**config.mk**
```make
export PLATFORM = sky130hd
export DESIGN_NAME = masked_sbox_addr_ctrl_flat
export DESIGN_NICKNAME = d
export VERILOG_FILES = /design/src/rtl/masked_sbox_addr_ctrl_pkg.sv /design/src/rtl/masked_sbox_addr_ctrl_if.sv /design/src/rtl/masked_sbox_addr_ctrl_lat_valid_pipe.sv /design/src/rtl/masked_sbox_addr_ctrl.sv /design/src/flat_wrapper.sv
export SDC_FILE = /design/constraint.sdc
export NUM_CORES = 1
export LEC_CHECK = 0
export CAP_MARGIN = 20
export CORE_ASPECT_RATIO = 0.8
export CORE_MARGIN = 2
export CORE_UTILIZATION = 37
export DETAILED_ROUTE_END_ITERATION = 12
export HOLD_SLACK_MARGIN = 0.12
export MAX_ROUTING_LAYER = met4
export PLACE_DENSITY = 0.83
export SLEW_MARGIN = 20
export SYNTH_ARGS = -nofsm -noshare
export SYNTH_HDL_FRONTEND = slang
export SYNTH_HIERARCHICAL = 1
export SYNTH_SLANG_ARGS = --single-unit
```
**constraint.sdc**
```tcl
create_clock -name clk -period 2.8 [get_ports clk]
set_input_delay 0.56 -clock clk [delete_from_list [all_inputs] [get_ports clk]]
set_output_delay 0.56 -clock clk [all_outputs]
set_load 0.05 [all_outputs]
```
**src/rtl/masked_sbox_addr_ctrl_pkg.sv**
```systemverilog
// masked_sbox_pkg: shared constants and FSM state type for the masked S-box feeder
// Build option: MASKED_SBOX_ADDR_REG_EN registers the BRAM addresses (one extra cycle of latency).
package masked_sbox_pkg;
    localparam int BRAM_LAT      = 2;
    localparam int RND_W         = 2;
    localparam int ADDR_W        = 10;
    localparam int BYTES_PER_BLK = 16;
    localparam int CNT_W         = $clog2(BYTES_PER_BLK);
`ifdef MASKED_SBOX_ADDR_REG_EN
    localparam int PIPE_D        = BRAM_LAT + 1;
`else
    localparam int PIPE_D        = BRAM_LAT;
`endif
    typedef enum logic [1:0] {IDLE, RUN, DRAIN} state_t;
endpackage

```
**src/rtl/masked_sbox_addr_ctrl_if.sv**
```systemverilog
// masked_sbox_addr_ctrl_if: share-pair input, BRAM port and result handshake bundle
// slave  (the block): takes in_valid/share0/share1/rnd_in/out_ready, drives the rest.
// master (feeder/consumer): the mirror image.
interface masked_sbox_addr_ctrl_if;
    import masked_sbox_pkg::*;
    logic              in_valid;
    logic              in_ready;
    logic [7:0]        share0;
    logic [7:0]        share1;
    logic [RND_W-1:0]  rnd_in;
    logic [ADDR_W-1:0] addr_a;
    logic [ADDR_W-1:0] addr_b;
    logic              bram_en;
    logic              bram_rst;
    logic              out_valid;
    logic              out_ready;
    logic              out_last;
    logic              busy;
    modport slave (
        input  in_valid, share0, share1, rnd_in, out_ready,
        output in_ready, addr_a, addr_b, bram_en, bram_rst, out_valid, out_last, busy
    );
    modport master (
        output in_valid, share0, share1, rnd_in, out_ready,
        input  in_ready, addr_a, addr_b, bram_en, bram_rst, out_valid, out_last, busy
    );
endinterface

```
**src/rtl/masked_sbox_addr_ctrl_lat_valid_pipe.sv**
```systemverilog
// lat_valid_pipe: DEPTH-stage {valid, last} shift register that advances only when en is high
// Ports: clk, rst (sync, active-high), en, in_valid/in_last in, out_valid/out_last from the final stage.
// DEPTH must be at least 2.
module lat_valid_pipe #(
    parameter int DEPTH = 2
) (
    input  logic clk,
    input  logic rst,
    input  logic en,
    input  logic in_valid,
    input  logic in_last,
    output logic out_valid,
    output logic out_last
);
    logic [DEPTH-1:0] v, l;
    always_ff @(posedge clk) begin
        if (rst) begin
            v <= '0;
            l <= '0;
        end else if (en) begin
            v <= {v[DEPTH-2:0], in_valid};
            l <= {l[DEPTH-2:0], in_last};
        end
    end
    assign out_valid = v[DEPTH-1];
    assign out_last  = l[DEPTH-1];
endmodule

```
**src/rtl/masked_sbox_addr_ctrl.sv**
```systemverilog
// masked_sbox_addr_ctrl: forms masked S-box BRAM addresses per share pair and tracks BRAM read latency
// Ports: clk, rst (sync, active-high, also forwarded as bram_rst), bus (masked_sbox_addr_ctrl_if.slave).
// Build option: MASKED_SBOX_ADDR_REG_EN registers addr_a/addr_b on accept (latency BRAM_LAT+1).
module masked_sbox_addr_ctrl
    import masked_sbox_pkg::*;
(
    input logic                    clk,
    input logic                    rst,
    masked_sbox_addr_ctrl_if.slave bus
);
    state_t           state;
    logic [CNT_W-1:0] cnt;
    logic [RND_W-1:0] rnd_q;
    logic             adv, acc, last_in;
    // A result sitting at the output that is not consumed freezes the whole BRAM pipe.
    assign adv          = !(bus.out_valid && !bus.out_ready);
    assign bus.bram_en  = (state != IDLE) && adv;
    assign bus.in_ready = bus.bram_en && (state == RUN);
    assign bus.bram_rst = rst;
    assign bus.busy     = state != IDLE;
    assign acc          = bus.in_ready && bus.in_valid;
    assign last_in      = acc && (cnt == CNT_W'(BYTES_PER_BLK - 1));
    always_ff @(posedge clk) begin
        if (rst) begin
            state <= IDLE;
            cnt   <= '0;
            rnd_q <= '0;
        end else begin
            case (state)
                IDLE: if (bus.in_valid) begin
                    rnd_q <= bus.rnd_in;
                    state <= RUN;
                end
                RUN: if (acc) begin
                    cnt <= last_in ? '0 : cnt + 1'b1;
                    if (last_in) state <= DRAIN;
                end
                DRAIN: if (bus.out_valid && bus.out_ready && bus.out_last) state <= IDLE;
                default: state <= IDLE;
            endcase
        end
    end
`ifdef MASKED_SBOX_ADDR_REG_EN
    always_ff @(posedge clk) begin
        if (rst) begin
            bus.addr_a <= '0;
            bus.addr_b <= '0;
        end else if (acc) begin
            bus.addr_a <= {rnd_q, bus.share0};
            bus.addr_b <= {rnd_q, bus.share1};
        end
    end
`else
    assign bus.addr_a = acc ? {rnd_q, bus.share0} : '0;
    assign bus.addr_b = acc ? {rnd_q, bus.share1} : '0;
`endif
    lat_valid_pipe #(.DEPTH(PIPE_D)) u_pipe (
        .clk       (clk),
        .rst       (rst),
        .en        (bus.bram_en),
        .in_valid  (acc),
        .in_last   (last_in),
        .out_valid (bus.out_valid),
        .out_last  (bus.out_last)
    );
endmodule

```
**src/flat_wrapper.sv**
```systemverilog
// flat-port wrapper written by rule: the top's interface ports become plain ports
module masked_sbox_addr_ctrl_flat import masked_sbox_pkg::*;
  (clk, rst, bus_in_valid, bus_share0, bus_share1, bus_rnd_in, bus_out_ready, bus_in_ready, bus_addr_a, bus_addr_b, bus_bram_en, bus_bram_rst, bus_out_valid, bus_out_last, bus_busy);
  masked_sbox_addr_ctrl_if bus_i ();
  input logic clk;
  input logic rst;
  input wire logic [$bits(bus_i.in_valid)-1:0] bus_in_valid;
  input wire logic [$bits(bus_i.share0)-1:0] bus_share0;
  input wire logic [$bits(bus_i.share1)-1:0] bus_share1;
  input wire logic [$bits(bus_i.rnd_in)-1:0] bus_rnd_in;
  input wire logic [$bits(bus_i.out_ready)-1:0] bus_out_ready;
  output wire logic [$bits(bus_i.in_ready)-1:0] bus_in_ready;
  output wire logic [$bits(bus_i.addr_a)-1:0] bus_addr_a;
  output wire logic [$bits(bus_i.addr_b)-1:0] bus_addr_b;
  output wire logic [$bits(bus_i.bram_en)-1:0] bus_bram_en;
  output wire logic [$bits(bus_i.bram_rst)-1:0] bus_bram_rst;
  output wire logic [$bits(bus_i.out_valid)-1:0] bus_out_valid;
  output wire logic [$bits(bus_i.out_last)-1:0] bus_out_last;
  output wire logic [$bits(bus_i.busy)-1:0] bus_busy;
  assign bus_i.in_valid = bus_in_valid;
  assign bus_i.share0 = bus_share0;
  assign bus_i.share1 = bus_share1;
  assign bus_i.rnd_in = bus_rnd_in;
  assign bus_i.out_ready = bus_out_ready;
  assign bus_in_ready = bus_i.in_ready;
  assign bus_addr_a = bus_i.addr_a;
  assign bus_addr_b = bus_i.addr_b;
  assign bus_bram_en = bus_i.bram_en;
  assign bus_bram_rst = bus_i.bram_rst;
  assign bus_out_valid = bus_i.out_valid;
  assign bus_out_last = bus_i.out_last;
  assign bus_busy = bus_i.busy;
  masked_sbox_addr_ctrl u_core (.clk(clk), .rst(rst), .bus(bus_i));
endmodule
```
==> impl_summary.log, run 1 <==
INFO  metric final_net_count = approximately 160
INFO  metric drtPass1Iterations = 5
INFO  metric worst_setup_hold_path_clk_slew = around 0.07 ns
INFO  metric fin_area = 1469 sq um
INFO  metric critPathArrivalTime = 2.13 ns
INFO  metric cts_root_buffer = sky130_fd_sc_hd__clkbuf_4
INFO  metric drcViolationCount = 0
INFO  metric synth_register_bits = 12
INFO  metric netlist_area = just over 700 sq um
INFO  metric hold_violations_final = 0
INFO  metric grt_start_max_net_pins = 16
INFO  metric required = 2.24 ns
INFO  metric area_delta_synth_final = 105.2%
INFO  metric post_synth.cell_area_avg = 8.322 sq um
INFO  metric number_of_buffers_inserted_for_hold_repair_after_clock_tree_synthesis = 0
INFO  metric core_area = about 1900 sq um
INFO  metric synth_cell_types = 27
INFO  metric worst_clock_skew = ~0.0067 ns
INFO  metric rows = 14
INFO  metric slew_viol_final = 0
INFO  metric final_cells = between 150 and 200
INFO  metric layout_min_cycle_time = approximately 2.7 ns
INFO  metric result_of_the_run = finished clean
INFO  metric ir_worst_vdd = 337.9 uV
INFO  metric initial_utilization = between 30% and 40%
INFO  metric placement.cell_area = around 1400 sq um
INFO  metric final-setup-viol-count = 0
INFO  metric design.die.area = 2304 sq um
INFO  metric power_leakage = ~0.6 nW
INFO  metric tritoncts.num_buffers = 3
INFO  metric tritoncts = done
INFO  metric max_slew.worst_pin.slew = roughly 0.53 ns
INFO  metric ff_latch_area = roughly 240 sq um
INFO  metric grt_antenna_before_repair = 0
INFO  metric achievable-frequency = around 370 MHz
INFO  metric powerDensity = between 300 and 400 nW/um^2
INFO  metric detailroute.via_count = between 700 and 800
INFO  metric total_negative_setup_slack = 0 ns
INFO  metric cts_sinks = 12
INFO  metric chipWidth = about 53 um
INFO  metric slew-limit-headroom = between 60 and 70%
INFO  metric synthCells = 86
INFO  metric multi_input_logic_area = roughly 420 sq um
INFO  metric buffer_ports.inserted = 47
INFO  metric drt_iter0_markers = 28
INFO  metric setup.reg_to_reg.worst_slack = about 1.2 ns
INFO  metric min_period_over_period = between 90% and 100%
INFO  metric post_route_cells_drive_above_1_share = approximately 26%
INFO  metric seq_area_frac_synth = between 30 and 40%
INFO  metric insertion_delay = ~0.28 ns
INFO  metric finalWeightedCongestion = around 0.74
INFO  metric synth.yosys.warnings = 6
INFO  metric place_inst = about 150
INFO  metric synth.net_count = 109
INFO  metric ant_nets = 0
INFO  metric num-fill-cells = around 130
INFO  metric antenna-diode-count = 0
INFO  metric hpwl = 1.945 mm
INFO  metric grt_first_pass_wirelength = around 3.9 mm
INFO  metric path_class = in -> out
INFO  metric drt-total-wl = around 2.3 mm
INFO  metric grt.total_usage = roughly a quarter
INFO  metric timing.max_cap.violations = 0
INFO  metric clockBufferDepth = 2
INFO  metric hp-class = reg -> reg
INFO  metric cp_max_fo = 15
INFO  metric cp-end-kind = primary output
INFO  metric die_height = 43.34 um
INFO  metric boundaryPins = 48
INFO  metric cts_max_level = 1
INFO  metric grt_pass1_vias = slightly below 800
INFO  metric grt.overflow.total = 0
INFO  metric post_cts.repair.setup_buffers = 0
INFO  metric route.detailed.vias_per_inst = around 5
INFO  metric unrepaired_setup_endpoints_after_global_routing = no
INFO  metric critPathLaunchType = input port
INFO  metric avgRoutedWirePerCell = 14.92 um
## flip-flops by register name, indices dropped and copies added, names as in the netlist
| name | cells |
|---|---|
| u_core/u_pipe/v | 2 |
| u_core/cnt | 4 |
| u_core/u_pipe/l | 2 |
| u_core/rnd_q | 2 |
| u_core/state | 2 |
## stage by stage
stage	total power, mW	utilization (%)	setup slack (ns)	hold slack, ns
5_1_grt	0.5205	79.11	0.02267	0.5229
4_1_cts	0.4984	78.77	0.08514	0.4998
6_report	0.4949	79.11	0.1145	0.4918
3_5_place_dp	0.3555	76.82	0.08623	0.4819
3_3_place_gp	0.3524	76.82	0.1908	0.4690
2_1_floorplan	0.2627	-	0.3392	0.4515
## Yosys cell counts (all sizes together)
cell | count | share of area (%)
and2b | 2 | 2.1
nand3b | 1 | 1.0
dfxtp | 12 | 34
ha | 1 | 1.7
clkbuf | 3 | 2.1
and2 | 19 | 17
a211oi | 1 | 1.0
nor2b | 1 | 0.87
nand3 | 1 | 0.70
nand4 | 4 | 3.5
nor2 | 10 | 5.2
nor3 | 1 | 1.4
and3 | 2 | 1.7
buf | 5 | 4.9
mux2i | 6 | 8.4
a41oi | 1 | 1.2
nand2b | 2 | 1.7
or2 | 1 | 0.87
o31ai | 2 | 2.1
nor3b | 1 | 1.0
a2111oi | 1 | 1.2
a21oi | 4 | 2.8
mux2 | 1 | 1.6
inv | 2 | 1.0
nand2 | 1 | 0.52
a31oi | 1 | 0.87
## power breakdown
group	internal [mW]	switching (mW)	leakage (nW)
clock	0.0792	0.0630	0.0210
combinational	0.0886	0.0851	0.487
sequential	0.175	0.00390	0.0975
## placed cells by master (no fill, tap or decap), types with 2 or more instances in the layout
master                             n
sky130_fd_sc_hd__and3_1            2
sky130_fd_sc_hd__and2b_1           2
sky130_fd_sc_hd__clkdlybuf4s50_1  24
sky130_fd_sc_hd__clkbuf_4          3
sky130_fd_sc_hd__inv_1             2
sky130_fd_sc_hd__nand2b_1          2
sky130_fd_sc_hd__dfxtp_1          12
sky130_fd_sc_hd__mux2i_1           6
sky130_fd_sc_hd__nor2_1           10
sky130_fd_sc_hd__o31ai_1           2
sky130_fd_sc_hd__nand4_1           4
sky130_fd_sc_hd__a21oi_1           4
sky130_fd_sc_hd__and2_1           19
sky130_fd_sc_hd__buf_4             4
sky130_fd_sc_hd__buf_12           23
## timing repair
action                                  in CTS  in global routing
resized for setup                            0                  1
endpoints found under the hold margin        0                  0
endpoints found under the setup margin       0                 14
## worst paths after layout
check / to / cells after the start / from
worst max-delay path: bus_addr_b[4] / 6 / bus_out_ready
worst min-delay path: u_core/rnd_q[0] / 2 / u_core/rnd_q[0]
worst max register to register: u_core/state[0] / 5 / u_core/u_pipe/v[1]
worst min register to register: u_core/rnd_q[0] / 2 / u_core/rnd_q[0]
## kinds of logic after synthesis
family / Yosys count / synth area share (%)
DFF: 12 / 33.57
adders and majority gates: 1 / 1.748
and+or+nand+nor: 46 / 37.41
AOI/OAI and AO/OA: 10 / 9.267
muxes: 7 / 9.965
buffers and inverters: 10 / 8.041
## worst max-delay path, cell delays in order
cell	delay, ns
sky130_fd_sc_hd__clkdlybuf4s50_1	0.49
sky130_fd_sc_hd__and2b_1	0.25
sky130_fd_sc_hd__nor3_4	0.25
sky130_fd_sc_hd__buf_4	0.22
sky130_fd_sc_hd__and2_1	0.20
sky130_fd_sc_hd__buf_12	0.15
## cell type report
class | count | area share, %
Timing Repair Buffer | 51 | 49.74
Multi-Input combinational cell | 64 | 28.88
Inverter | 2 | 0.5111
Clock buffer | 4 | 2.470
Tap cell | 24 | 2.044
Sequential cell | 12 | 16.35
## layer usage
metal | vias to the layer above | wire length (um) | global-route usage [%]
li1 | 386 | - | -
met1 | 377 | 962 | 30.95
met2 | 23 | 1223 | 36.00
met3 | 4 | 124 | 7.931
met4 | 0 | 32 | 7.179
met5 | - | 0 | -
Note: power is estimated with default switching activity, not from simulation.
==> run 2: changes to the inputs <==
CAP_MARGIN = unset   (was 20)
CORE_ASPECT_RATIO = unset   (was 0.8)
SKIP_LAST_GASP = 1   (was unset)
==> impl_summary.log, run 2 (synthesized netlist as in run 1, its figures left out) <==
INFO  metric result_of_the_run = finished clean
INFO  metric rows = 15
INFO  metric final_net_count = roughly 160
INFO  metric fin_area = 1464 sq um
INFO  metric seq_power_share = between 30% and 40%
INFO  metric hpwl = slightly below 2 mm
INFO  metric critPathLaunchType = input port
INFO  metric core_area = between 1500 and 2000 sq um
INFO  metric total_negative_setup_slack = 0 ns
INFO  metric worst_clock_skew = ~0.0045 ns
INFO  metric drcViolationCount = 0
INFO  metric achievable-frequency = 378.0 MHz
INFO  metric required = ~2.2 ns
INFO  metric area_delta_synth_final = 104.5%
INFO  metric clockBufferDepth = 2
INFO  metric final-setup-viol-count = 0
INFO  metric post_route_cells_drive_above_1_share = between 20% and 30%
INFO  metric max_slew.worst_pin.slew = between 0.5 and 0.6 ns
INFO  metric critPathArrivalTime = between 2 and 2.5 ns
INFO  metric grt_first_pass_wirelength = 3.422 mm
INFO  metric grt_pass1_vias = just over 800
INFO  metric layout_min_cycle_time = about 2.6 ns
INFO  metric tritoncts.num_buffers = 3
INFO  metric grt.total_usage = between 20 and 25%
INFO  metric timing.max_cap.violations = 0
INFO  metric number_of_buffers_inserted_for_hold_repair_after_clock_tree_synthesis = 0
INFO  metric initial_utilization = around two fifths
INFO  metric boundaryPins = 48
INFO  metric unrepaired_setup_endpoints_after_global_routing = no
INFO  metric antenna-diode-count = 0
INFO  metric post_cts.repair.setup_buffers = 0
INFO  metric detailroute.via_count = just over 800
INFO  metric grt.overflow.total = 0
INFO  metric cp_max_fo = 11
INFO  metric hold_violations_final = 0
INFO  metric tritoncts = done
INFO  metric hp-class = reg -> reg
INFO  metric registers.top_by_ff_count = u_core/cnt
INFO  metric multi_input_logic_area = 417.9 sq um
INFO  metric buffer_ports.inserted = 47
INFO  metric cts_sinks = 12
INFO  metric slew_viol_final = 0
INFO  metric drt-total-wl = between 2 and 2.5 mm
INFO  metric combPwrFrac = a little over a third
INFO  metric worst_setup_hold_path_clk_slew = around 0.080 ns
INFO  metric drtPass1Iterations = 4
INFO  metric mostFrequentLayoutCells = sky130_fd_sc_hd__clkdlybuf4s50_1 (24), sky130_fd_sc_hd__buf_12 (23), sky130_fd_sc_hd__and2_1 (19), sky130_fd_sc_hd__dfxtp_1 (12), sky130_fd_sc_hd__nor2_1 (10)
INFO  metric die_height = between 40 and 50 um
INFO  metric num-fill-cells = 101
INFO  metric sw_frac_of_total = slightly above 30%
INFO  metric grt_start_max_net_pins = 14
INFO  metric cts_resized = 0
INFO  metric chipWidth = 47.98 um
INFO  metric grt_antenna_before_repair = 0
INFO  metric layout.cells.most_common = sky130_fd_sc_hd__clkdlybuf4s50_1
INFO  metric cts_max_level = 1
INFO  metric avgRoutedWirePerCell = between 10 and 15 um
INFO  metric ir_worst_vdd = around 330 uV
INFO  metric powerDensity = roughly 340 nW/um^2
INFO  metric finalWeightedCongestion = between 0.7 and 0.8
INFO  metric design.die.area = about 2300 sq um
INFO  metric power_report.internal_total = ~0.34 mW
INFO  metric placement.cell_area = 1428 sq um
INFO  metric route.detailed.vias_per_inst = roughly 5.2
INFO  metric utilization = approximately 83%
INFO  metric p_switching = roughly 0.15 mW
INFO  metric insertion_delay = ~0.28 ns
INFO  metric total_power = 0.4916 mW
INFO  metric ff_latch_area = roughly 240 sq um
INFO  metric min_period_over_period = between 90 and 100%
INFO  metric path_class = in -> out
INFO  metric share_clk_of_total_power = 28.6%
INFO  metric cts_root_buffer = sky130_fd_sc_hd__clkbuf_4
INFO  metric drt_iter0_markers = 18
INFO  metric largest_reg_flops = 4
INFO  metric power_leakage = 0.6067 nW
INFO  metric ant_nets = 0
INFO  metric cp-end-kind = primary output
INFO  metric slew-limit-headroom = between 60% and 70%
-- run 2: power by group through the flow --
stage | logic, mW | registers [mW] | clock network [mW]
floorplan | 0.0801 | 0.183 | 0
global placement | 0.170 | 0.183 | 0
detailed placement | 0.173 | 0.183 | 0
CTS | 0.173 | 0.179 | 0.141
global route | 0.180 | 0.180 | 0.150
finish | 0.172 | 0.179 | 0.141
-- run 2: layout make-up --
cell class / instances / area share [%]
timing repair buffer: 51 / 49.91
multi-input combinational: 64 / 28.55
sequential: 12 / 16.41
clock buffer: 4 / 2.479
tap: 25 / 2.137
inverter: 2 / 0.5128
-- run 2: critical path, cell delays in order --
cell,delay (ns)
sky130_fd_sc_hd__clkdlybuf4s50_1,0.50
sky130_fd_sc_hd__and2b_1,0.24
sky130_fd_sc_hd__nor3_2,0.24
sky130_fd_sc_hd__buf_4,0.21
sky130_fd_sc_hd__and2_1,0.19
sky130_fd_sc_hd__buf_12,0.15
-- run 2: final timing paths --
path / endpoint / depth (start not counted) / slack (ns) / start
max: bus_addr_a[3] / 6 / 0.15 / bus_out_ready
min: u_core/u_pipe/v[0] / 2 / 0.50 / u_core/u_pipe/v[0]
max reg2reg: u_core/state[0] / 3 / 1.44 / u_core/cnt[0]
min reg2reg: u_core/u_pipe/v[0] / 2 / 0.50 / u_core/u_pipe/v[0]
-- run 2: layer usage --
layer,routed length [um],track usage [%],part of all wire [%],vias up
met5,0,-,0,-
met4,56,8.649,2.5,0
met3,278,8.679,13,6
met2,1138,41.07,52,54
met1,732,19.91,33,371
li1,-,-,-,385
-- run 2: stage by stage --
stage,hold WS (ns),instances,setup WS [ns]
after CTS,0.5031,158,0.1575
after detailed placement,0.4829,154,0.1587
after global placement,0.4726,154,0.2196
final,0.5047,158,0.1548
after global routing,0.5320,158,0.06396
after floorplan,0.4515,86,0.3392
